===== src/rtl/jtag_pkg.sv =====
// jtag_pkg: shared constants and types for the JTAG test-data-register block.
// Holds the instruction opcodes, the IR capture pattern, the default
// parameter values used by jtag_tdr and the decoded-instruction enum.
// Optional feature macro used by jtag_tdr: JTAG_USER_DR_EN.
package jtag_pkg;

  localparam int          IR_WIDTH_DEFAULT     = 4;
  localparam logic [31:0] IDCODE_VALUE_DEFAULT = 32'h1A2B_3C4D;

  localparam logic [3:0] IR_BYPASS = 4'b1111;
  localparam logic [3:0] IR_IDCODE = 4'b0001;
  localparam logic [3:0] IR_USER   = 4'b1000;

  // Low two IR bits loaded on Capture_IR; upper bits are zero.
  localparam logic [1:0] IR_CAPTURE = 2'b01;

  typedef enum logic [1:0] {
    INSTR_BYPASS,
    INSTR_IDCODE,
    INSTR_USER
  } instr_e;

endpackage


===== src/rtl/jtag_tdr_if.sv =====
// jtag_tdr_if: TAP-controller-to-data-register bundle.
// master: TAP side, drives tdi and the state strobes, receives tdo/tdo_oe.
// slave:  data-register side (jtag_tdr).
// Signals: tdi, tap_reset, select, enable, capture/shift/update_ir,
//          capture/shift/update_dr, tdo, tdo_oe.
interface jtag_tdr_if;
  import jtag_pkg::*;

  logic tdi;
  logic tap_reset;
  logic select;
  logic enable;
  logic capture_ir;
  logic shift_ir;
  logic update_ir;
  logic capture_dr;
  logic shift_dr;
  logic update_dr;
  logic tdo;
  logic tdo_oe;

  modport master (
    output tdi, tap_reset, select, enable,
    output capture_ir, shift_ir, update_ir,
    output capture_dr, shift_dr, update_dr,
    input  tdo, tdo_oe
  );

  modport slave (
    input  tdi, tap_reset, select, enable,
    input  capture_ir, shift_ir, update_ir,
    input  capture_dr, shift_dr, update_dr,
    output tdo, tdo_oe
  );

endinterface


===== src/rtl/jtag_shift_reg.sv =====
// jtag_shift_reg: capture/shift chain with an optional parallel shadow.
// Ports:
//   tck, reset_n      clock and async active-low reset
//   clear             synchronous clear (shift reg -> 0, shadow -> UPDATE_RESET)
//   capture_en        load capture_val
//   shift_en          shift right, tdi enters at the MSB
//   update_en         copy shift reg into shadow (when HAS_UPDATE)
//   capture_val       parallel capture value
//   serial_out        bit 0 of the shift register
//   update_out        shadow register
// Priority: clear > capture > shift > update. WIDTH must be at least 2.
module jtag_shift_reg #(
  parameter int               WIDTH        = 8,
  parameter bit               HAS_UPDATE   = 1'b1,
  parameter logic [WIDTH-1:0] UPDATE_RESET = '0
) (
  input  logic             tck,
  input  logic             reset_n,
  input  logic             clear,
  input  logic             capture_en,
  input  logic             shift_en,
  input  logic             update_en,
  input  logic             tdi,
  input  logic [WIDTH-1:0] capture_val,
  output logic             serial_out,
  output logic [WIDTH-1:0] update_out
);

  logic [WIDTH-1:0] sr_q, sr_d;
  logic [WIDTH-1:0] upd_q, upd_d;

  always_comb begin
    sr_d  = sr_q;
    upd_d = upd_q;
    if (clear) begin
      sr_d  = '0;
      upd_d = UPDATE_RESET;
    end else if (capture_en) begin
      sr_d = capture_val;
    end else if (shift_en) begin
      sr_d = {tdi, sr_q[WIDTH-1:1]};
    end else if (update_en && HAS_UPDATE) begin
      upd_d = sr_q;
    end
  end

  always_ff @(posedge tck or negedge reset_n) begin
    if (!reset_n) begin
      sr_q  <= '0;
      upd_q <= UPDATE_RESET;
    end else begin
      sr_q  <= sr_d;
      upd_q <= upd_d;
    end
  end

  assign serial_out = sr_q[0];
  assign update_out = upd_q;

endmodule


===== src/rtl/jtag_tdr.sv =====
// jtag_tdr: JTAG instruction register, BYPASS/IDCODE/USER data registers
// and the negedge TDO output stage.
// Ports:
//   tck, reset_n   test clock and async active-low reset
//   tap            jtag_tdr_if.slave (tdi, TAP strobes, tdo, tdo_oe)
//   user_capture   parallel value loaded on USER capture
//   user_update    USER shadow register
//   user_strobe    one-tck pulse when user_update is loaded
//   ir_value       current IR shadow
// Macro JTAG_USER_DR_EN builds the USER register; without it opcode
// 4'b1000 decodes to BYPASS and the USER outputs are tied to zero.
module jtag_tdr
  import jtag_pkg::*;
#(
  parameter int          IR_WIDTH      = IR_WIDTH_DEFAULT,
  parameter int          USER_DR_WIDTH = 16,
  parameter logic [31:0] IDCODE_VALUE  = IDCODE_VALUE_DEFAULT
) (
  input  logic                     tck,
  input  logic                     reset_n,
  jtag_tdr_if.slave                tap,
  input  logic [USER_DR_WIDTH-1:0] user_capture,
  output logic [USER_DR_WIDTH-1:0] user_update,
  output logic                     user_strobe,
  output logic [IR_WIDTH-1:0]      ir_value
);

  instr_e instr;
  logic   ir_bit0, idcode_bit0, user_bit0;
  logic   cap_dr, sh_dr, up_dr;
  logic   bypass_q, bypass_d;
  logic   tdo_q, tdo_d, tdo_oe_q, tdo_oe_d;
  logic [31:0] idcode_upd_unused;

  // Resolve simultaneous DR strobes as capture > shift > update.
  assign cap_dr = tap.capture_dr;
  assign sh_dr  = tap.shift_dr & ~tap.capture_dr;
  assign up_dr  = tap.update_dr & ~tap.capture_dr & ~tap.shift_dr;

  jtag_shift_reg #(
    .WIDTH       (IR_WIDTH),
    .HAS_UPDATE  (1'b1),
    .UPDATE_RESET(IR_WIDTH'(IR_IDCODE))
  ) u_ir (
    .tck        (tck),
    .reset_n    (reset_n),
    .clear      (tap.tap_reset),
    .capture_en (tap.capture_ir),
    .shift_en   (tap.shift_ir),
    .update_en  (tap.update_ir),
    .tdi        (tap.tdi),
    .capture_val(IR_WIDTH'(IR_CAPTURE)),
    .serial_out (ir_bit0),
    .update_out (ir_value)
  );

  // Anything not IDCODE (or USER when built) selects BYPASS.
  always_comb begin
    instr = INSTR_BYPASS;
    if (ir_value == IR_WIDTH'(IR_IDCODE)) begin
      instr = INSTR_IDCODE;
    end
`ifdef JTAG_USER_DR_EN
    else if (ir_value == IR_WIDTH'(IR_USER)) begin
      instr = INSTR_USER;
    end
`endif
  end

  jtag_shift_reg #(
    .WIDTH     (32),
    .HAS_UPDATE(1'b0)
  ) u_idcode (
    .tck        (tck),
    .reset_n    (reset_n),
    .clear      (1'b0),
    .capture_en (cap_dr & (instr == INSTR_IDCODE)),
    .shift_en   (sh_dr & (instr == INSTR_IDCODE)),
    .update_en  (up_dr & (instr == INSTR_IDCODE)),
    .tdi        (tap.tdi),
    .capture_val(IDCODE_VALUE),
    .serial_out (idcode_bit0),
    .update_out (idcode_upd_unused)
  );

`ifdef JTAG_USER_DR_EN
  logic user_strobe_q, user_strobe_d;

  jtag_shift_reg #(
    .WIDTH     (USER_DR_WIDTH),
    .HAS_UPDATE(1'b1)
  ) u_user (
    .tck        (tck),
    .reset_n    (reset_n),
    .clear      (1'b0),
    .capture_en (cap_dr & (instr == INSTR_USER)),
    .shift_en   (sh_dr & (instr == INSTR_USER)),
    .update_en  (up_dr & (instr == INSTR_USER)),
    .tdi        (tap.tdi),
    .capture_val(user_capture),
    .serial_out (user_bit0),
    .update_out (user_update)
  );

  // Strobe rises on the same edge that loads user_update.
  always_comb begin
    user_strobe_d = up_dr & (instr == INSTR_USER);
  end

  always_ff @(posedge tck or negedge reset_n) begin
    if (!reset_n) begin
      user_strobe_q <= 1'b0;
    end else begin
      user_strobe_q <= user_strobe_d;
    end
  end

  assign user_strobe = user_strobe_q;
`else
  logic user_capture_unused;

  assign user_capture_unused = ^user_capture;
  assign user_bit0           = 1'b0;
  assign user_update         = '0;
  assign user_strobe         = 1'b0;
`endif

  always_comb begin
    bypass_d = bypass_q;
    if (instr == INSTR_BYPASS) begin
      if (cap_dr) begin
        bypass_d = 1'b0;
      end else if (sh_dr) begin
        bypass_d = tap.tdi;
      end
    end
  end

  always_ff @(posedge tck or negedge reset_n) begin
    if (!reset_n) begin
      bypass_q <= 1'b0;
    end else begin
      bypass_q <= bypass_d;
    end
  end

  always_comb begin
    tdo_oe_d = tap.enable;
    tdo_d    = bypass_q;
    if (tap.select) begin
      tdo_d = ir_bit0;
    end else begin
      case (instr)
        INSTR_IDCODE: tdo_d = idcode_bit0;
        INSTR_USER:   tdo_d = user_bit0;
        default:      tdo_d = bypass_q;
      endcase
    end
  end

  // TDO changes on the falling edge so the captured bit 0 is presented
  // before the first shifting rising edge.
  always_ff @(negedge tck or negedge reset_n) begin
    if (!reset_n) begin
      tdo_q    <= 1'b0;
      tdo_oe_q <= 1'b0;
    end else begin
      tdo_q    <= tdo_d;
      tdo_oe_q <= tdo_oe_d;
    end
  end

  assign tap.tdo    = tdo_q;
  assign tap.tdo_oe = tdo_oe_q;

endmodule

===== src/flat_wrapper.sv =====
// flat-port wrapper written by rule: the top's interface ports become plain ports
module jtag_tdr_flat import jtag_pkg::*;
#(
  parameter int          IR_WIDTH      = IR_WIDTH_DEFAULT,
  parameter int          USER_DR_WIDTH = 16,
  parameter logic [31:0] IDCODE_VALUE  = IDCODE_VALUE_DEFAULT
)
  (tck, reset_n, user_capture, user_update, user_strobe, ir_value, tap_tdi, tap_tap_reset, tap_select, tap_enable, tap_capture_ir, tap_shift_ir, tap_update_ir, tap_capture_dr, tap_shift_dr, tap_update_dr, tap_tdo, tap_tdo_oe);
  jtag_tdr_if tap_i ();
  input  logic tck;
  input  logic reset_n;
  input  logic [USER_DR_WIDTH-1:0] user_capture;
  output logic [USER_DR_WIDTH-1:0] user_update;
  output logic user_strobe;
  output logic [IR_WIDTH-1:0] ir_value;
  input wire logic [$bits(tap_i.tdi)-1:0] tap_tdi;
  input wire logic [$bits(tap_i.tap_reset)-1:0] tap_tap_reset;
  input wire logic [$bits(tap_i.select)-1:0] tap_select;
  input wire logic [$bits(tap_i.enable)-1:0] tap_enable;
  input wire logic [$bits(tap_i.capture_ir)-1:0] tap_capture_ir;
  input wire logic [$bits(tap_i.shift_ir)-1:0] tap_shift_ir;
  input wire logic [$bits(tap_i.update_ir)-1:0] tap_update_ir;
  input wire logic [$bits(tap_i.capture_dr)-1:0] tap_capture_dr;
  input wire logic [$bits(tap_i.shift_dr)-1:0] tap_shift_dr;
  input wire logic [$bits(tap_i.update_dr)-1:0] tap_update_dr;
  output wire logic [$bits(tap_i.tdo)-1:0] tap_tdo;
  output wire logic [$bits(tap_i.tdo_oe)-1:0] tap_tdo_oe;
  assign tap_i.tdi = tap_tdi;
  assign tap_i.tap_reset = tap_tap_reset;
  assign tap_i.select = tap_select;
  assign tap_i.enable = tap_enable;
  assign tap_i.capture_ir = tap_capture_ir;
  assign tap_i.shift_ir = tap_shift_ir;
  assign tap_i.update_ir = tap_update_ir;
  assign tap_i.capture_dr = tap_capture_dr;
  assign tap_i.shift_dr = tap_shift_dr;
  assign tap_i.update_dr = tap_update_dr;
  assign tap_tdo = tap_i.tdo;
  assign tap_tdo_oe = tap_i.tdo_oe;
  jtag_tdr #(.IR_WIDTH(IR_WIDTH), .USER_DR_WIDTH(USER_DR_WIDTH), .IDCODE_VALUE(IDCODE_VALUE)) u_core (.tck(tck), .reset_n(reset_n), .tap(tap_i), .user_capture(user_capture), .user_update(user_update), .user_strobe(user_strobe), .ir_value(ir_value));
endmodule

===== config.mk =====
export PLATFORM = sky130hd
export DESIGN_NAME = jtag_tdr_flat
export DESIGN_NICKNAME = d
export VERILOG_FILES = /design/src/rtl/jtag_pkg.sv /design/src/rtl/jtag_tdr_if.sv /design/src/rtl/jtag_shift_reg.sv /design/src/rtl/jtag_tdr.sv /design/src/flat_wrapper.sv
export SDC_FILE = /design/constraint.sdc
export NUM_CORES = 1
export LEC_CHECK = 0
export ABC_AREA = 1
export ABC_CLOCK_PERIOD_IN_PS = 1460
export BUFFER_PORTS_ARGS = -buffer_cell sky130_fd_sc_hd__buf_2
export CAP_MARGIN = 20
export CORE_ASPECT_RATIO = 0.7
export CORE_MARGIN = 3
export CORE_UTILIZATION = 45
export CTS_BUF_LIST = sky130_fd_sc_hd__clkbuf_4
export DETAILED_ROUTE_END_ITERATION = 7
export PLACE_DENSITY = 0.65
export REMOVE_ABC_BUFFERS = 1
export SETUP_SLACK_MARGIN = 0.5
export SYNTH_ARGS = -nofsm -noshare
export SYNTH_HDL_FRONTEND = slang
export SYNTH_HIERARCHICAL = 1
export SYNTH_SLANG_ARGS = --single-unit

===== constraint.sdc =====
create_clock -name tck -period 1.46 [get_ports tck]
set_clock_uncertainty 0.1 [all_clocks]
set_input_delay 0.219 -clock tck [delete_from_list [all_inputs] [get_ports tck]]
set_output_delay 0.219 -clock tck [all_outputs]
set_load 0.02 [all_outputs]

==> out/summary.md, run 1 <==
The I/O pin count came out at 51. The floorplan die area was 0.00656 mm2. The number of global-route vias before repair is 2108.

The number of violations reported at the end of detailed-routing iteration 0 is 192. At the pin with the least slew margin, the transition time is 538 ps. The highest ir drop seen on vdd is 0.549 mV. The initial core utilization is 0.473, and the total overflow reported by the global router is 0. After detailed routing, the met3 layer carries 467 um of wire.

The number of optimization iterations in the first detailed-route pass is 5. The wire length on met2 was 3000 um; the worst-case hold slack was -155 ps. The switching share of total power is 0.317, and the cell area reported after detailed placement is 0.00283 mm2.

The run gives 36 as the final count of negative-setup-slack endpoints. TritonCTS built the clock tree. Before CTS, the worst setup slack after placement is -394 ps. The logs give 0.00362 mm2 for the finished layout cell area and 0 for the number of diodes.

Once detail routing completed, the nets flagged for antenna violations numbered 0. In this run the critical register-to-register path is captured at u_core/u_idcode/sr_q[31]$_DFFE_PN0P_. The flow ran to the end, but the final reports show violations.

The number of antenna violations at the first check in global routing came out at 0. The final reports fail on negative hold slack, negative setup slack. For the detailed-route wire length, the log shows 6480 um. The fraction of power consumed by combinational cells came out at 0.313. The run gives 0.948 mW as the switching power of the nets. STA classifies the critical path endpoint as an output pin.

In this design, the largest share of critical-path delay is due to flip-flops. Clock latency on the worst-skew pair, taken at its later pin, is 360 ps. The die width is 95.5 um. The nature of the critical path startpoint is a register. The detailed-route wire length per cell works out to 12.7 um. Synthesis produced 345 cells.

Clock tree synthesis inserted a total of 5 buffers. The floorplan has 22 rows. Summing internal, switching and leakage power gives 2.99 mW. The share of power burned in the clock network was 0.258.

Area inside the core boundary: 0.00534 mm2. The critical path is of the reg -> out type. The sequential power share was 0.429. The largest single stage delay on the critical path is 420 ps. The layout overhead on the synthesized area is 43.3%. The final hold violation count was 40. Leaving out filler cells and counting taps, the final layout contains 512. Input and output buffers added on the ports amount to 16. In this run the static leakage power is 2.09 nW.

At the worst endpoint, the required time is 1140 ps. Number of buffer and inverter stages on the critical path: 1. The power per unit of standard cell area is 826 mW/mm2, and the sum of net half-perimeters after detailed placement is 3250 um. In this run, placement finished with an instance count of 474. The total internal power was 2.04 mW; the chip height was 68.7 um. Worst-case setup margin in the final layout: -469 ps. The reported max-cap violation count was 0; the layout net count was 467.

The end-of-flow core utilization was 0.677; the total of warnings raised by yosys was 6. The startpoint of the lowest-slack register-to-register path is u_core/u_ir/update_out[0]$_DFFE_PN1P_. After detailed routing, no signal wire sits above met4. The H-tree generated during clock tree synthesis spans 2 levels. The post-synthesis instance area is 0.00252 mm2, and the path depth of the worst reg2reg path is 13.

Entering global routing, the biggest net connects 42 pins. Largest driver fanout on the critical path: 1. The detailed router placed 2372 vias in this run.

After detailed routing, the wire length on met1 is 2950 um. The slowest stage of the critical path belongs to the cell dfrtn_1. The detailed-route vias per instance was 4.63; the clock net sink count was 43. The worst slew margin relative to its limit is 0.641. The tools report the total routing usage reported by global routing as 0.212. For the max-slew violation total from the final report, the log shows 0. The clock-pin slew reported for the worst setup and hold paths after clock tree synthesis is 140 ps, and the post-synthesis area per instance is 7.31 um2.

At the worst endpoint, the arrival time is 1610 ps. Walking the worst path, the cells encountered are buf_6. The tree is rooted in a clkbuf_4. The setup slack on the worst flop-to-flop path came out at -410 ps. The first global-routing pass estimated 10500 um of wire.

The worst hold path belongs to the class in -> async. For this run, design rule violations remaining after detail routing come to 0. The ratio of cells with drive above 1 in the final layout is 0.339, and the final weighted congestion in routability-driven placement is 0.832. Setup repair after global routing could not meet its margin everywhere.

Deepest clock path buffer count: 2.
power groups by stage:
stage	Sequential (mW)	Clock, mW	Combinational (mW)
2_1_floorplan	1.31	0	0.316
3_3_place_gp	1.30	0	0.551
3_5_place_dp	1.30	0	0.555
4_1_cts	1.28	0.780	0.856
5_1_grt	1.29	0.845	1.01
6_report	1.28	0.769	0.935
stage by stage:
step	setup TNS (ps)	hold slack (ps)
global route	-15870	-117
detailed placement	-10190	279
floorplan	-52390	-177
global placement	-8890	272
CTS	-13130	-131
finish	-12730	-155
state kept, by name, summed over array words and instances (netlist names):
signal / cells
u_core/tap.tdo_oe: 1
u_core/bypass_q: 1
u_core/u_idcode/sr_q: 32
u_core/tap.tdo: 1
u_core/u_ir/update_out: 4
u_core/u_ir/sr_q: 4
cell usage in the layout (no fill, tap or decap), drive strengths merged:
cell    instances
nand3          47
dfrtn           2
conb           55
o21ai           1
nor3            1
nand2         195
nor2            6
nand3b          1
buf            66
or2             1
clkinv          2
bufinv          1
inv            15
dfrtp          40
clkbuf          6
dfstp           1
layer usage:
| layer | track usage | vias up |
|---|---|---|
| met5 | 0 | - |
| met4 | 0.0496 | 0 |
| met3 | 0.0401 | 7 |
| met2 | 0.335 | 88 |
| met1 | 0.304 | 1087 |
| li1 | - | 1190 |
cell type report:
type,instances,area (um2)
clock buffer,5,37.5
clock inverter,3,38.8
fill,418,1720
inverter,15,63.8
multi-input combinational,307,1510
sequential,43,1080
tap,72,90.1
timing repair buffer,67,805
worst reg2reg max path, stage by stage (launching register included):
cell	delay (ps)
dfstp_2	560
inv_2	40
nor2_4	90
buf_6	120
nand2_8	60
nor3_2	110
buf_4	160
nor2_8	50
nor2_8	100
buf_6	110
buf_12	90
buf_16	120
nand2_2	50
nand2_1	50
worst max-delay path by stage:
| stage | depth (start not counted) | from | slack (ps) | end |
|---|---|---|---|---|
| 5_1_grt | 1 | u_core/tap.tdo_oe$_DFF_NN0_ | -510 | tap_tdo_oe |
| 4_1_cts | 1 | u_core/tap.tdo_oe$_DFF_NN0_ | -460 | tap_tdo_oe |
| 3_5_place_dp | 5 | u_core/u_ir/update_out[0]$_DFFE_PN1P_ | -390 | u_core/tap.tdo$_DFF_NN0_ |
| 3_3_place_gp | 5 | u_core/u_ir/update_out[0]$_DFFE_PN1P_ | -360 | u_core/tap.tdo$_DFF_NN0_ |
| 6_report | 1 | u_core/tap.tdo_oe$_DFF_NN0_ | -470 | tap_tdo_oe |
| 2_1_floorplan | 9 | u_core/u_ir/update_out[0]$_DFFE_PN1P_ | -1620 | u_core/u_idcode/sr_q[0]$_DFFE_PN0P_ |
what timing repair did:
action / CTS / global route
resized for setup: 70 / 33
endpoints found under the setup margin: 41 / 42
hold endpoints to repair: 40 / 40
gates cloned: 7 / 1
buffers inserted: 17 / 5
pin swaps: 22 / 16
No activity file was read; power rests on OpenSTA's default activity.
==> inputs of run 2 (changes only) <==
Settings changed: CTS_CLUSTER_SIZE set to 16, PLACE_DENSITY 0.65 to 0.67, SYNTH_HIERARCHICAL 1 to unset.
==> run 2 against run 1 <==
Net effect: the flow still finishes with violations (negative hold slack, negative setup slack); total power rose by 9.8%; highest routed layer unchanged; cell count shrank 26%; clock power shrank 26%; critical endpoint unchanged; hold slack better by 49 ps; combinational power increased by 24%.
==> out/summary.md, run 2 <==
For this design the top-level I/O count stands at 51. The sequential fraction of the synthesis area was 0.489. The number of buffer and inverter stages on the critical path came out at 1. The detail route stage leaves a number of antenna-violating nets equal to 0.

Before CTS, the worst setup slack after placement is -451 ps. In this run the vertical extent of the chip is 64.5 um. The flow ran to the end, but the final reports show violations. The first routing iteration left 124 violations. TritonCTS built the clock tree.

The run gives 380 as the non-filler instance count after layout. At the end of the flow, the number of nets in the layout was 341. The tools report the critical path data arrival time as 1610 ps.

Grouping stages by cell kind, the critical path spends the most delay in flip-flops. The path class of the tightest hold or removal check is in -> async. The detailed router put a total of 2510 um of wire on met1.

During synthesis, Yosys emitted a total of 0 warnings. For this design the static power due to leakage is 1.61 nW. The run gives 2 as the deepest clock path buffer count. The number of antenna diodes in the final layout is 0.

The register with the highest flop count was u_core.u_idcode.sr_q. Ranked by total cell area, the synthesized netlist is headed by dfrtp_1 (45%), nand2_1 (13%), inv_1 (6.5%). Number of global-route vias before repair: 1719. The highest-delay cell along the critical path is dfrtn_1. The floorplan step set the die width to 89.6 um.

The run gives 0.486 as the initial core utilization. In the final timing run, aggregate negative setup slack is -12150 ps. The total of hold buffers inserted after clock tree synthesis was 1. The biggest area contributor in the post-synthesis netlist is dfrtp_1. Counting the buffers created by CTS gives 5. The library cells used most frequently in the layout, excluding fill and tap cells, are nand2_1 (50), dfrtp_1 (39), inv_1 (34). The largest single stage delay on the critical path is 420 ps. The tools report the wire length on met2 as 2300 um. The H-tree generated during clock tree synthesis spans 2 levels.

The tools report the count of fill cells added during filler insertion as 347. Clock-pin slew was measured on the worst setup and hold paths at 130 ps. The tools report the max-slew violation total from the final report as 0.

Share of synthesized flip-flops with an asynchronous set or reset: 1.00. VDD sags by at most 0.635 mV. Setup repair after global routing could not meet its margin everywhere.

The layout overhead on the synthesized area is 38.3%. The worst register-to-register path has a setup slack of -450 ps. Setup violations remaining at the end of the flow were counted as 36. The wire-length estimate of the detail-placed layout is 2750 um. The run gives 1140 ps as the required time at the worst-slack endpoint.

The proportion of netlist area held by the largest area contributor works out to 0.454. The run gives 0 as the number of antenna violations at the first check in global routing. The total overflow reported by the global router is 0. The largest driver fanout on the critical path was 1; the finished layout cell area was 0.00305 mm2. STA classifies the critical path startpoint as a register.

Pin count of the biggest net entering global routing: 33. The register with the most flip-flops in the layout has 32 of them. The worst-case setup margin in the final layout was -464 ps. The logs give 20 for the number of placement rows and 0 for the reported max-cap violation count. The top flip-flop cell by instance count after synthesis is dfrtp_1. For this run, design rule violations remaining after detail routing come to 0. In this run, distinct cell masters in the synthesized netlist total 22. In the synthesized netlist, the cells that appear most often are nand2_1 (77), dfrtp_1 (40), inv_1 (38).

For the floorplan die area, the log shows 0.00579 mm2. The tree built by TritonCTS fans out to 43 sinks. The post-layout total power is 3.28 mW.

The worst setup path is of the reg -> out kind. The number of synthesized flops with an enable pin came out at 0. The run gives 0.195 as the total routing usage reported by global routing. The post-synthesis area per instance was 8.31 um2; the number of input and output port buffers inserted was 16. The routed layout has 1783 vias. The first TritonRoute pass finished after 4 iterations. Once placement finished, the instance area stood at 0.00237 mm2. The detailed-route wire length came out at 5060 um. The critical path goes through buf_6. The most common cell after layout, fill and taps aside was nand2_1. Synthesis inferred 43 register bits.

The most instantiated library cell after synthesis is nand2_1. The final hold violation count was 31. The ratio of cells with drive above 1 in the final layout is 0.389, and the gate count of the mapped netlist is 265.

The checks that failed: negative hold slack, negative setup slack. In the routed layout, each cell is associated on average with a via count of 4.69. After detailed routing, the average wire length per cell comes to 13.3 um. For the post-synthesis instance area, the log shows 0.00220 mm2. In this run the standard cell core region covers 0.00453 mm2. The worst-case hold slack was -106 ps.

The kind of end point of the critical path was an output pin. Signal routing reaches up to met4. The tools report the insertion delay of the later-clocked pin in the worst-skew pair as 360 ps. The first global-routing pass estimated 8510 um of wire.

The cell sitting at the root of the clock tree is a clkbuf_4. For the total met3 wirelength after detailed routing, the log shows 191 um. Dividing total power by cell area gives a power density of 1080 mW/mm2.

The tools report the final weighted congestion in routability-driven placement as 0.757. Once placement completed, the tool counted placed cells totaling 351.
run 2: worst paths after layout:
kind	endpoint	from	cells past startpoint
max	tap_tdo_oe	u_core.tap.tdo_oe$_DFF_NN0_	1
min	u_core.u_idcode.sr_q[12]$_DFFE_PN0P_	reset_n	2
max reg2reg	u_core.tap.tdo$_DFF_NN0_	u_core.u_ir.update_out[0]$_DFFE_PN1P_	5
min reg2reg	u_core.u_idcode.sr_q[15]$_DFFE_PN0P_	u_core.u_idcode.sr_q[15]$_DFFE_PN0P_	2
max in group asynchronous	u_core.u_idcode.sr_q[19]$_DFFE_PN0P_	reset_n	2
min in group tck	u_core.u_ir.sr_q[3]$_DFFE_PN0P_	tap_tdi	3
run 2: routing by layer:
layer / vias to the layer above / GRT usage
li1: 882 / -
met1: 862 / 0.295
met2: 31 / 0.267
met3: 8 / 0.0457
met4: 0 / 0.0706
met5: - / 0
run 2: layout make-up:
| cell class | instances | area, um2 | share of cell area |
|---|---|---|---|
| Sequential cell | 43 | 1080 | 0.354 |
| Timing Repair Buffer | 53 | 683 | 0.224 |
| Clock buffer | 5 | 37.5 | 0.0123 |
| Multi-Input combinational cell | 171 | 996 | 0.327 |
| Inverter | 39 | 154 | 0.0505 |
| Clock inverter | 3 | 15.0 | 0.00493 |
| Tap cell | 66 | 82.6 | 0.0271 |
run 2: what timing repair did:
action	4_1_cts	5_1_grt
pin swaps	1	1
gates cloned	6	0
gates resized for setup	77	21
setup endpoints to repair	41	42
buffers inserted	11	3
hold endpoints to repair	9	31
run 2: power by group:
part           internal, mW  switching [mW]  total [mW]  leakage (nW)
clock network         0.177           0.392       0.569        0.0263
registers              1.40           0.150        1.55         0.517
logic                 0.583           0.581        1.16          1.06
total                  2.16            1.12        3.28          1.61
run 2: stage by stage:
step	util	hold slack, ps
finish	0.673	-106
global placement	0.523	32.9
CTS	0.644	-91.6
detailed placement	0.523	36.3
global route	0.673	-100
floorplan	-	-177
run 2: logic make-up (layout without fill, tap and decap cells):
logic type | after synthesis | after routing | share of synthesized area
AND/OR/NAND/NOR | 131 | 131 | 0.279
buffers and inverters | 67 | 100 | 0.161
flip-flops | 43 | 43 | 0.489
AO/OA/AOI/OAI | 23 | 23 | 0.0693
other | 1 | 17 | 0.00170
